## src/rtl/mtr_drv_pkg.sv

```systemverilog
// Shared types and arithmetic helpers for the N-channel H-bridge PWM driver.
//   offset_duty : signed speed command -> offset-binary duty (speed + MID, mod 2**sw)
//   slew_step   : move a duty toward a target by at most 'slew' (0 = jump straight there)
// Helpers work on a fixed MAX_W-bit container; callers zero-extend their
// SPD_W-bit values in and take the low SPD_W bits of the result.
package mtr_drv_pkg;

    localparam int MAX_W = 16;

    typedef logic [MAX_W-1:0] duty_t;

    // Per-channel duty update source chosen at a period boundary.
    typedef enum logic [1:0] {
        MODE_RUN   = 2'd0,
        MODE_BRAKE = 2'd1,
        MODE_COAST = 2'd2
    } ch_mode_e;

    function automatic duty_t offset_duty(input duty_t spd, input int sw);
        duty_t mask;
        duty_t mid;
        mask = duty_t'((32'd1 << sw) - 32'd1);
        mid  = duty_t'(32'd1 << (sw - 1));
        return (spd + mid) & mask;
    endfunction

    // The difference is taken one bit wider than the operands so that a large
    // swing never wraps; the step itself cannot overshoot because it is only
    // taken when the target lies further away than 'slew'.
    function automatic duty_t slew_step(input duty_t duty, input duty_t tgt, input int slew);
        logic signed [MAX_W:0] diff;
        logic signed [MAX_W:0] lim;
        diff = $signed({1'b0, tgt}) - $signed({1'b0, duty});
        lim  = $signed({1'b0, duty_t'(slew)});
        if (slew == 0) begin
            return tgt;
        end else if (diff > lim) begin
            return duty + duty_t'(slew);
        end else if (diff < -lim) begin
            return duty - duty_t'(slew);
        end
        return tgt;
    endfunction

endpackage

```

## src/rtl/mtr_drv_nch_if.sv

```systemverilog
// Command/pin bundle between the motor-control loop and the PWM driver.
//   spd         packed signed speed commands, channel i at spd[i*SPD_W +: SPD_W]
//   en          per-channel drive enable (0 = coast)
//   brake       per-channel brake request
//   pwm1/pwm2   low-/high-side phase outputs
//   period_strt one-clock pulse while the shared counter is 0
// There is no valid/ready handshake on this bundle: spd, en and brake are
// level signals that the driver samples only in the last cycle of each PWM
// period; whatever they hold at any other time is ignored.
interface mtr_drv_nch_if #(
    parameter int NCH   = 2,
    parameter int SPD_W = 11
);
    logic [NCH*SPD_W-1:0] spd;
    logic [NCH-1:0]       en;
    logic [NCH-1:0]       brake;
    logic [NCH-1:0]       pwm1;
    logic [NCH-1:0]       pwm2;
    logic                 period_strt;

    modport master (
        output spd, en, brake,
        input  pwm1, pwm2, period_strt
    );

    modport slave (
        input  spd, en, brake,
        output pwm1, pwm2, period_strt
    );
endinterface

```

## src/rtl/mtr_pwm_ch.sv

```systemverilog
// One H-bridge channel: duty register, enable latch, PWM compare and two
// dead-time counters.
//   clk, rst_n  clock, asynchronous active-low reset
//   cnt         shared period counter
//   boundary    high in the last cycle of a period (cnt == all-ones)
//   spd_i       signed speed command for this channel
//   en_i        drive enable (0 = coast)
//   brake_i     brake request (duty to midpoint, no slew)
//   pwm1_i      low-side phase output (follows ~raw, dead-timed)
//   pwm2_i      high-side phase output (follows raw, dead-timed)
module mtr_pwm_ch
    import mtr_drv_pkg::*;
#(
    parameter int SPD_W = 11,
    parameter int DEAD  = 6,
    parameter int SLEW  = 8
) (
    input  logic             clk,
    input  logic             rst_n,
    input  logic [SPD_W-1:0] cnt,
    input  logic             boundary,
    input  logic [SPD_W-1:0] spd_i,
    input  logic             en_i,
    input  logic             brake_i,
    output logic             pwm1_i,
    output logic             pwm2_i
);
    localparam int               DC_W   = (DEAD > 0) ? $clog2(DEAD + 1) : 1;
    localparam logic [DC_W-1:0]  DC_MAX = DC_W'(DEAD);
    localparam logic [SPD_W-1:0] MID    = {1'b1, {(SPD_W-1){1'b0}}};

    logic [SPD_W-1:0] duty_q, duty_d;
    logic             en_q, en_d;
    logic [DC_W-1:0]  dc1_q, dc1_d;
    logic [DC_W-1:0]  dc2_q, dc2_d;
    logic             pwm1_q, pwm1_d;
    logic             pwm2_q, pwm2_d;
    ch_mode_e         mode;
    duty_t            tgt_w;
    duty_t            step_w;
    logic             raw;

    always_comb begin
        tgt_w  = offset_duty(duty_t'(spd_i), SPD_W);
        step_w = slew_step(duty_t'(duty_q), tgt_w, SLEW);
        mode   = MODE_RUN;
        duty_d = duty_q;
        en_d   = en_q;
        dc1_d  = '0;
        dc2_d  = '0;

        // Coast outranks brake; both park the duty at the midpoint.
        if (!en_i) begin
            mode = MODE_COAST;
        end else if (brake_i) begin
            mode = MODE_BRAKE;
        end

        if (boundary) begin
            en_d = en_i;
            case (mode)
                MODE_COAST, MODE_BRAKE: duty_d = MID;
                default:                duty_d = step_w[SPD_W-1:0];
            endcase
        end

        raw = (cnt < duty_q);

        // Each counter holds how long its raw level has been high, saturating
        // at DEAD; the output may only be high once that run has reached DEAD
        // and the level is still high.
        if (en_q && raw) begin
            dc2_d = (dc2_q == DC_MAX) ? DC_MAX : dc2_q + DC_W'(1);
        end
        if (en_q && !raw) begin
            dc1_d = (dc1_q == DC_MAX) ? DC_MAX : dc1_q + DC_W'(1);
        end
        pwm2_d = en_q && raw && (dc2_q == DC_MAX);
        pwm1_d = en_q && !raw && (dc1_q == DC_MAX);
    end

    always_ff @(posedge clk or negedge rst_n) begin
        if (!rst_n) begin
            duty_q <= MID;
            en_q   <= 1'b0;
            dc1_q  <= '0;
            dc2_q  <= '0;
            pwm1_q <= 1'b0;
            pwm2_q <= 1'b0;
        end else begin
            duty_q <= duty_d;
            en_q   <= en_d;
            dc1_q  <= dc1_d;
            dc2_q  <= dc2_d;
            pwm1_q <= pwm1_d;
            pwm2_q <= pwm2_d;
        end
    end

    assign pwm1_i = pwm1_q;
    assign pwm2_i = pwm2_q;
endmodule

```

## src/rtl/mtr_drv_nch.sv

```systemverilog
// N-channel H-bridge PWM motor driver. Owns the shared free-running period
// counter and the period-start pulse; each channel is an mtr_pwm_ch.
//   clk    system clock
//   rst_n  asynchronous active-low reset
//   bus    slave side of mtr_drv_nch_if (spd/en/brake in, pwm1/pwm2/period_strt out)
// PWM period is 2**SPD_W clocks. Commands are taken in the last cycle of a
// period and take effect from the following cnt == 0.
module mtr_drv_nch
    import mtr_drv_pkg::*;
#(
    parameter int NCH   = 2,
    parameter int SPD_W = 11,
    parameter int DEAD  = 6,
    parameter int SLEW  = 8
) (
    input  logic          clk,
    input  logic          rst_n,
    mtr_drv_nch_if.slave  bus
);
    localparam logic [SPD_W-1:0] CNT_MAX = '1;

    logic [SPD_W-1:0] cnt_q, cnt_d;
    logic             ps_q, ps_d;
    logic             boundary;
    logic [NCH-1:0]   pwm1_w;
    logic [NCH-1:0]   pwm2_w;

    always_comb begin
        boundary = (cnt_q == CNT_MAX);
        cnt_d    = cnt_q + SPD_W'(1);
        // Registered one cycle ahead so the pulse coincides with cnt == 0.
        ps_d     = boundary;
    end

    always_ff @(posedge clk or negedge rst_n) begin
        if (!rst_n) begin
            cnt_q <= '0;
            ps_q  <= 1'b0;
        end else begin
            cnt_q <= cnt_d;
            ps_q  <= ps_d;
        end
    end

    for (genvar i = 0; i < NCH; i++) begin : g_ch
        mtr_pwm_ch #(
            .SPD_W (SPD_W),
            .DEAD  (DEAD),
            .SLEW  (SLEW)
        ) u_ch (
            .clk      (clk),
            .rst_n    (rst_n),
            .cnt      (cnt_q),
            .boundary (boundary),
            .spd_i    (bus.spd[i*SPD_W +: SPD_W]),
            .en_i     (bus.en[i]),
            .brake_i  (bus.brake[i]),
            .pwm1_i   (pwm1_w[i]),
            .pwm2_i   (pwm2_w[i])
        );
    end

    assign bus.pwm1        = pwm1_w;
    assign bus.pwm2        = pwm2_w;
    assign bus.period_strt = ps_q;
endmodule

```

## src/flat_wrapper.sv

```systemverilog
// flat-port wrapper written by rule: the top's interface ports become plain ports
module mtr_drv_nch_flat import mtr_drv_pkg::*;
#(
    parameter int NCH   = 2,
    parameter int SPD_W = 11,
    parameter int DEAD  = 6,
    parameter int SLEW  = 8
)
  (clk, rst_n, bus_spd, bus_en, bus_brake, bus_pwm1, bus_pwm2, bus_period_strt);
  mtr_drv_nch_if #(.NCH(NCH), .SPD_W(SPD_W)) bus_i ();
  input  logic clk;
  input  logic rst_n;
  input wire logic [$bits(bus_i.spd)-1:0] bus_spd;
  input wire logic [$bits(bus_i.en)-1:0] bus_en;
  input wire logic [$bits(bus_i.brake)-1:0] bus_brake;
  output wire logic [$bits(bus_i.pwm1)-1:0] bus_pwm1;
  output wire logic [$bits(bus_i.pwm2)-1:0] bus_pwm2;
  output wire logic [$bits(bus_i.period_strt)-1:0] bus_period_strt;
  assign bus_i.spd = bus_spd;
  assign bus_i.en = bus_en;
  assign bus_i.brake = bus_brake;
  assign bus_pwm1 = bus_i.pwm1;
  assign bus_pwm2 = bus_i.pwm2;
  assign bus_period_strt = bus_i.period_strt;
  mtr_drv_nch #(.NCH(NCH), .SPD_W(SPD_W), .DEAD(DEAD), .SLEW(SLEW)) u_core (.clk(clk), .rst_n(rst_n), .bus(bus_i));
endmodule
```

## config.mk

```make
export PLATFORM = sky130hd
export DESIGN_NAME = mtr_drv_nch_flat
export DESIGN_NICKNAME = d
export VERILOG_FILES = /design/src/rtl/mtr_drv_pkg.sv /design/src/rtl/mtr_drv_nch_if.sv /design/src/rtl/mtr_pwm_ch.sv /design/src/rtl/mtr_drv_nch.sv /design/src/flat_wrapper.sv
export SDC_FILE = /design/constraint.sdc
export NUM_CORES = 1
export LEC_CHECK = 0
export BUFFER_PORTS_ARGS = -buffer_cell sky130_fd_sc_hd__buf_2
export CORE_ASPECT_RATIO = 1.4
export CORE_MARGIN = 2
export CORE_UTILIZATION = 30
export CTS_CLUSTER_DIAMETER = 120
export DETAILED_ROUTE_END_ITERATION = 8
export HOLD_SLACK_MARGIN = 0.02
export PLACE_DENSITY = 0.53
export SLEW_MARGIN = 25
export SYNTH_ARGS = -nofsm -noshare
export SYNTH_HDL_FRONTEND = slang
export SYNTH_HIERARCHICAL = 1
export SYNTH_SLANG_ARGS = --single-unit
```

## constraint.sdc

```tcl
create_clock -name clk -period 5.2 [get_ports clk]
set_input_delay 1.04 -clock clk [delete_from_list [all_inputs] [get_ports clk]]
set_output_delay 1.04 -clock clk [all_outputs]
set_load 0.01 [all_outputs]
```

Word level (Yosys, flattened, before mapping)
Index checks and enable logic that the tools add are counted. W data, S select, Z words.

Register bits after elaboration: 52. Input port bits: 28. Output and inout port bits: 5.

$add $sub $neg: 13. Order comparisons: 6. Equal/unequal tests: 9. Muxes and demuxes: 24. Reduce and logical (&&, ||, !) cells: 12.

Operators by type and width (number): $mux W11 (8); $gt A12 B5 Y1 const B (2); $lt A12 B4 Y1 const B (2); $mux W3 (8); $sub A11 B11 Y12 (2); $add A11 B11 Y11 const B (2); $add A11 B4 Y11 const B (2); $lt A11 B11 Y1 (2); $sub A11 B4 Y11 const B (2); $add A3 B1 Y3 const B (4); $eq A3 B3 Y1 const B (4); $add A11 B1 Y11 const B (1); $eq A11 B11 Y1 const B (1); $logic_and A1 B1 Y1 (8); $mux W1 (6); $eq A2 B1 Y1 const B (2); $eq A2 B2 Y1 const B (2); $mux W2 (2); $reduce_or A2 Y1 (2); $logic_not A1 Y1 (2).

Logic depth before layout (Yosys ltp)
Gate-level depths: netlist (run 1).

Depth in word-level cells: 7. Mapped depth: 19.

Hierarchy
Netlist (run 1), hierarchy kept.

By module, submodules not included: mtr_pwm_ch at u_core.g_ch[0].u_ch (instances 1, cells each 223, area an instance 2095.8 µm², seq. area each 501.7 µm²); mtr_pwm_ch at u_core.g_ch[1].u_ch (instances 1, cells each 218, area an instance 2037.0 µm², seq. area each 501.7 µm²); mtr_drv_nch (instances 1, cells each 40, area an instance 503.0 µm², seq. area each 300.3 µm²).

Worst setup path after synthesis (run 1)
OpenSTA, ideal clock, no wires.

Path kind: input to register. Start point: in bus_spd[11]. End point: reg u_core.g_ch[1].u_ch.duty_q[10]. Library setup time: 0.081 ns. Data arrival time: 5.417 ns. Required time: 5.119 ns. Path slack: -0.299 ns. Stages on the path: 19. Buffers on the path: 0. Cell sequence: inv_1 > ha_1 > inv_1 > fa_1 > xor2_1 > o21ai_0 > mux2i_1 > or4_1 > or4_1 > o31ai_1 > ha_1 > a21o_1 > a211oi_1 > o21bai_1 > a21o_1 > a21oi_1 > xnor2_1 > mux2i_1 > a21oi_1.

Word-level cells in the longest chain between the ends: 7.

RTL lines: start, declared (RTL line flat_wrapper.sv:13) `input wire logic [$bits(bus_i.spd)-1:0] bus_spd;`; $add A11 B11 Y11 * (RTL line mtr_drv_pkg.sv:24) `return (spd + mid) & mask;`; $sub A11 B11 Y12 (RTL line mtr_drv_pkg.sv:33) `diff = $signed({1'b0, tgt}) - $signed({1'b0, duty});`; $lt A12 B4 Y1 (RTL line mtr_drv_pkg.sv:39) `end else if (diff < -lim) begin`; $mux W1 (RTL line mtr_drv_pkg.sv:39); $mux W1 (RTL line mtr_drv_pkg.sv:37) `end else if (diff > lim) begin`; $mux W11 * (RTL line mtr_drv_pkg.sv:42) `return tgt;`; $mux W11 * (RTL line mtr_pwm_ch.sv:61) `case (mode)`; end signal, assigned (RTL line mtr_pwm_ch.sv:91) `duty_q <= duty_d;`; end, declared (RTL line mtr_pwm_ch.sv:32) `logic [SPD_W-1:0] duty_q, duty_d;`.

Mark *: on every way between the ends. The rest lies on a longest branch, timed or not. A chain may end at the register's enable or synchronous reset.

Worst setup path in the final report (run 1)
Same ends and word-level chain as after synthesis.

==> results of run 1 <==
==> layout by cell type (no fill, tap or decap), types with 5 or more instances in the layout <==
master and count:
dfrtp_1 50, clkbuf_16 5, mux2i_1 18, a211oi_1 8, nor2b_1 9, nand3_1 8, buf_4 14, nand2_1 21
o21a_1 7, a21o_1 26, nor3_1 11, xnor2_1 19, inv_1 39, xor2_1 14, ha_1 65, or3_1 5
o21ai_0 18, o22ai_1 14, nand2b_1 13, nand3b_1 6, a21oi_1 17, nor2_1 15, buf_2 32
==> worst max-delay path, stage by stage <==
cell      delay [ns]
buf_2           0.09
inv_1           0.04
ha_1            0.19
inv_1           0.07
fa_1            0.41
nand2b_1        0.16
o21ai_0         0.17
mux2i_1         0.10
or4_1           0.53
or4_4           0.58
o31ai_4         0.22
ha_1            0.27
a21o_1          0.16
a211oi_1        0.23
o21bai_1        0.13
a21o_1          0.19
a21oi_1         0.18
xnor2_1         0.16
mux2i_1         0.20
a21oi_1         0.08
==> metrics by stage <==
stage,cells,power [mW],setup WS [ns],hold WS [ns],util (%)
after floorplan,481,0.488,0.0907,0.440,-
after global placement,714,0.532,-0.0164,0.453,34.0
after detailed placement,714,0.535,-0.154,0.467,34.0
after CTS,722,0.877,0.149,0.476,35.0
after global routing,722,0.905,0.00213,0.506,35.1
final,722,0.863,0.215,0.472,35.1
==> layer usage <==
layer | wire length (um) | global-route usage (%) | up-vias | share of wire (%)
met2 | 5690 | 25.7 | 42 | 54
met3 | 228 | 1.55 | 14 | 2.2
met4 | 190 | 3.85 | 0 | 1.8
met1 | 4480 | 15.5 | 1803 | 42
li1 | - | - | 1881 | -
met5 | 0 | 0 | - | 0
==> power breakdown <==
group	internal [mW]	total [mW]	switching [mW]	leakage (nW)
combinational	0.0530	0.123	0.0697	1.88
clock	0.192	0.335	0.144	0.0701
sequential	0.404	0.404	0	0.627
total	0.649	0.863	0.213	2.58
==> registers in the layout, summed over array words and instances (netlist names) <==
register,count
u_core/g_ch.u_ch/duty_q,22
u_core/cnt_q,11
u_core/g_ch.u_ch/dc1_q,6
u_core/g_ch.u_ch/dc2_q,6
u_core/g_ch.u_ch/en_q,2
u_core/g_ch.u_ch/pwm1_i,2
u_core/g_ch.u_ch/pwm2_i,2
u_core/bus.period_strt,1
==> synth_stat cells, drive strengths merged, types with 5 or more instances <==
cell,instances,share of area (%)
nand2b,13,1.8
o21ai,19,2.1
nand3b,6,0.97
mux2i,18,3.9
nor2,17,1.5
nand3,9,1.2
xnor2,19,3.6
nand2,21,1.7
a21oi,17,1.8
nor3,11,1.2
dfrtp,50,27
ha,65,18
nor2b,9,1.2
and2,5,0.70
xor2,14,2.6
a21o,26,4.2
or3,5,0.67
inv,39,3.2
a2111oi,5,1.1
o22ai,14,1.9
a211oi,11,2.1
o21a,7,1.1
==> worst min-delay path by stage <==
stage               cells after the start  slack (ns)                            to
floorplan                               1        0.44  u_core/g_ch[0].u_ch/dc2_q[0]
global placement                        1        0.45  u_core/g_ch[1].u_ch/dc2_q[0]
detailed placement                      1        0.47  u_core/g_ch[1].u_ch/dc2_q[0]
CTS                                     1        0.48  u_core/g_ch[1].u_ch/dc2_q[0]
global route                            1        0.51  u_core/g_ch[1].u_ch/dc2_q[0]
finish                                  1        0.47  u_core/g_ch[0].u_ch/dc2_q[0]
==> area by class of cell <==
type	instances	area (um2)	share of cell area, %
clock buffers	7	143	2.70
clock inverters	1	7.51	0.142
inverters	39	146	2.77
multi-input cells	384	3160	59.9
flip-flops and latches	52	1300	24.7
well taps	192	240	4.55
repair buffers	47	277	5.24
==> logic make-up after synthesis <==
family,count (synthesis),share of synthesized area [%]
AO/OA/AOI/OAI,145,23.3
buffers and inverters,45,4.08
XOR/XNOR,33,6.23
adder cells (fa/ha/maj),69,19.3
AND/OR/NAND/NOR,117,14.7
flip-flops,52,28.1
multiplexers,20,4.37
==> metrics.cfg, run 1 <==
[status]
status = completed

[sta]
slew-limit-headroom_pct = 45.8
slew_viol_final = 0
max_slew.worst_pin.slew_ns = 0.792
period_needed_ns = 4.99
period_share_pct = 95.9
skew_ns = 0.00492
tns_ns = 0
fmax_ghz = 0.201
setup_viol = 0
hold_viol_final = 0
rsz0062_at_grt = false

[setup_path]
rr_worst_depth = 18
start_kind = input pin
ff2ff_setup_slack_ns = 0.66
worstSetupEndpointType = flop
crit_end = u_core/g_ch[1].u_ch/duty_q[10]
critPathLaunch = bus_spd[11]
path_class = input pin to flop
reg2reg_from = u_core/g_ch[1].u_ch/duty_q[0]
cp.required_ns = 5.42
arrival_ns = 5.20
worstReg2RegEnd = u_core/g_ch[1].u_ch/duty_q[10]
path_max_fanout = 2

[cells_and_area]
fillerInstances = 1562
final_area_um2 = 5280
final_nets = 626
diodes = 0
drive_gt1_share_pct = 14.3
syn2layout_area_growth_pct = 13.8

[power]
irDropWorstVdd_v = 0.000127
power.density_nw_per_um2 = 163
p_leak_nw = 2.58

[grt]
grt_use_total_pct = 13.5
grt_max_degree = 53
first_global_vias = 3888
grt_overflow = 0
antenna_found_initial = 0
grt_pass1_wl_um = 18000

[routing]
post_drt_wl_per_cell_um = 14.7
dr.pass1.iters = 4
drc = 0
routed_wl_um = 10600
vias = 3740
vias_per_cell = 5.18
postRouteAntennaNets = 0
drtIter0Drc = 138

[cts]
htreeDepth = 2
post_cts_buffers = 0
cts_tree = built
numCtsBuffers = 5
clock-sinks = 52
cts.hold.buffers_added = 0
cts_resized = 0
cts_max_path_buffers = 2
cts_root_buf = clkbuf_16
clkLatencyLatePin_ns = 0.29
clkSlewWorstSetupHoldPaths_ns = 0.07

[logic_synthesis]
syn_inst = 481
synth_edf_count = 0
syn_area_um2 = 4640
ys_seq_elements = 52
synthesis.nets = 578
syn_area_per_cell_um2 = 9.64
yosysUniqueCellTypes = 70
postSynth.asyncResetShare_pct = 100
yosysWarnings = 6
synth_ff_type = dfrtp_1
synth-seq-area-share_pct = 28.1

[placement]
place.gp.congestion = 0.806
detailed_place_hpwl_um = 8630
port_buffers = 32
dpl_cell_area_um2 = 5120

[floorplan]
io_pins = 33
core-area_um2 = 15100
die_area_um2 = 16500
fp.dieH_um = 151
die_w_um = 109
start_util_pct = 30.8
rows = 53

[hold_path]
hold_class = flop to flop
min_from = u_core/g_ch[0].u_ch/dc2_q[0]

[job]
maxCapViolCount = 0

(Power assumes the default switching activity.)
==> run 2: changes to the inputs <==
- CAP_MARGIN: unset -> 20
- CORE_ASPECT_RATIO: 1.4 -> 2
- TNS_END_PERCENT: unset -> 1
==> metrics.cfg, run 2 (synthesis results as in run 1) <==
[setup_path]
path_class = input pin to flop
arrival_ns = 5.09
crit_cells = 20
critPathBufInv = 3
worstSetupEndpointType = flop
crit_path_max_incr_delay_ns = 0.58
crit_chain = buf_2, inv_1, ha_1, inv_1, fa_1, nand2b_1, o21ai_1, mux2i_1, or4_1, or4_4, o31ai_4, ha_1, a21o_1, a211oi_2, o21bai_1, a21o_1, a21oi_2, xnor2_1, mux2i_1, a21oi_1
start_kind = input pin
cp.required_ns = 5.42
ff2ff_setup_slack_ns = 0.78
slowest_stage = or4_4
path_delay_family = compound AO/OA/AOI/OAI gates
rr_worst_depth = 18
worstReg2RegEnd = u_core/g_ch[1].u_ch/duty_q[10]
path_max_fanout = 2
reg2reg_from = u_core/g_ch[1].u_ch/duty_q[0]

[hold_path]
hold_path_end = u_core/g_ch[1].u_ch/dc2_q[0]
whs_path_depth = 1
hold_class = flop to flop
min_from = u_core/g_ch[1].u_ch/dc2_q[0]

[grt]
grt_pass1_wl_um = 18500
first_global_vias = 3969
gr-usage-met3_pct = 1.17
grt_overflow = 0
grt_max_degree = 53
grt.busiest_layer = met2
antenna_found_initial = 0
grt_use_total_pct = 13.6
use_met1_pct = 14.0
grt.met2_usage_pct = 27.9

[cells_and_area]
final_area_um2 = 5300
final_cell_mix = ha_1, dfrtp_1, inv_1
fin_cells = 730
regMostFlops = u_core/g_ch.u_ch/duty_q
drive_gt1_share_pct = 15.0
diodes = 0
reg_top3 = u_core/g_ch.u_ch/duty_q x22, u_core/cnt_q x11
largest_reg_flops = 22
final_nets = 628
syn2layout_area_growth_pct = 14.4
final_common_cell = ha_1

[placement]
dpl_cell_area_um2 = 5140
place_inst = 722
port_buffers = 32
detailed_place_hpwl_um = 8950
place.gp.congestion = 0.781
pre_cts_slack_ns = -0.141

[sta]
slew_viol_final = 0
tns_ns = 0
period_share_pct = 93.8
fmax_ghz = 0.205
hold_viol_final = 0
fin_ws_ns = 0.324
max_slew.worst_pin.slew_ns = 0.739
setup_viol = 0
skew_ns = 0.00647
slew-limit-headroom_pct = 49.5
period_needed_ns = 4.88
rsz0062_at_grt = false

[routing]
vias = 3795
dr.pass1.iters = 5
routed_wl_um = 11000
vias_per_cell = 5.20
drtIter0Drc = 136
postRouteAntennaNets = 0
post_drt_wl_per_cell_um = 15.1
drc = 0

[power]
power.total_mw = 0.856
p_leak_nw = 2.59
irDropWorstVdd_v = 0.000138
power.density_nw_per_um2 = 161

[floorplan]
start_util_pct = 30.5
core-area_um2 = 15200
io_pins = 33
die_w_um = 91.9
fp.dieH_um = 180
die_area_um2 = 16500
rows = 64

[job]
maxCapViolCount = 0

[cts]
cts_max_path_buffers = 2
clkSlewWorstSetupHoldPaths_ns = 0.07
clock-sinks = 52
cts_root_buf = clkbuf_16
clkLatencyLatePin_ns = 0.29
cts.hold.buffers_added = 0
numCtsBuffers = 5
post_cts_buffers = 0
cts_tree = built
htreeDepth = 2

[status]
status = completed

==> run 2: report_power, final <==
part	internal, mW	switching (mW)
Combinational	0.0538	0.0700
Sequential	0.404	0
Clock	0.180	0.149
==> run 2: worst max-delay path by stage <==
| stage | slack, ns | startpoint | to |
|---|---|---|---|
| floorplan | 0.09 | bus_spd[11] | u_core/g_ch[1].u_ch/duty_q[10] |
| global placement | -0.06 | bus_spd[11] | u_core/g_ch[1].u_ch/duty_q[10] |
| detailed placement | -0.14 | bus_spd[11] | u_core/g_ch[1].u_ch/duty_q[10] |
| CTS | 0.16 | bus_spd[11] | u_core/g_ch[1].u_ch/duty_q[10] |
| global route | 0.04 | bus_spd[11] | u_core/g_ch[1].u_ch/duty_q[10] |
| finish | 0.32 | bus_spd[11] | u_core/g_ch[1].u_ch/duty_q[10] |
==> run 2: metal layers <==
metal / vias up / share of wire, %
li1: 1900 / -
met1: 1826 / 38
met2: 56 / 58
met3: 13 / 1.4
met4: 0 / 2.0
met5: - / 0
==> run 2: final cells by class <==
class	count	area [um2]
Timing Repair Buffer	49	292
Fill cell	1577	9910
Multi-Input combinational cell	384	3170
Tap cell	198	248
Clock buffer	6	129
Inverter	39	146
Clock inverter	2	16.3
Sequential cell	52	1300
==> run 2: what timing repair did <==
item | CTS | global route
setup endpoints to repair | 0 | 3
endpoints found under the hold margin | 0 | 0
gates resized for setup | 0 | 7
==> run 2: metrics by stage <==
step | utilization [%] | hold slack [ns]
after floorplan | - | 0.440
after global routing | 34.9 | 0.509
after global placement | 33.8 | 0.450
after detailed placement | 33.8 | 0.466
after CTS | 34.8 | 0.476
final | 34.9 | 0.474
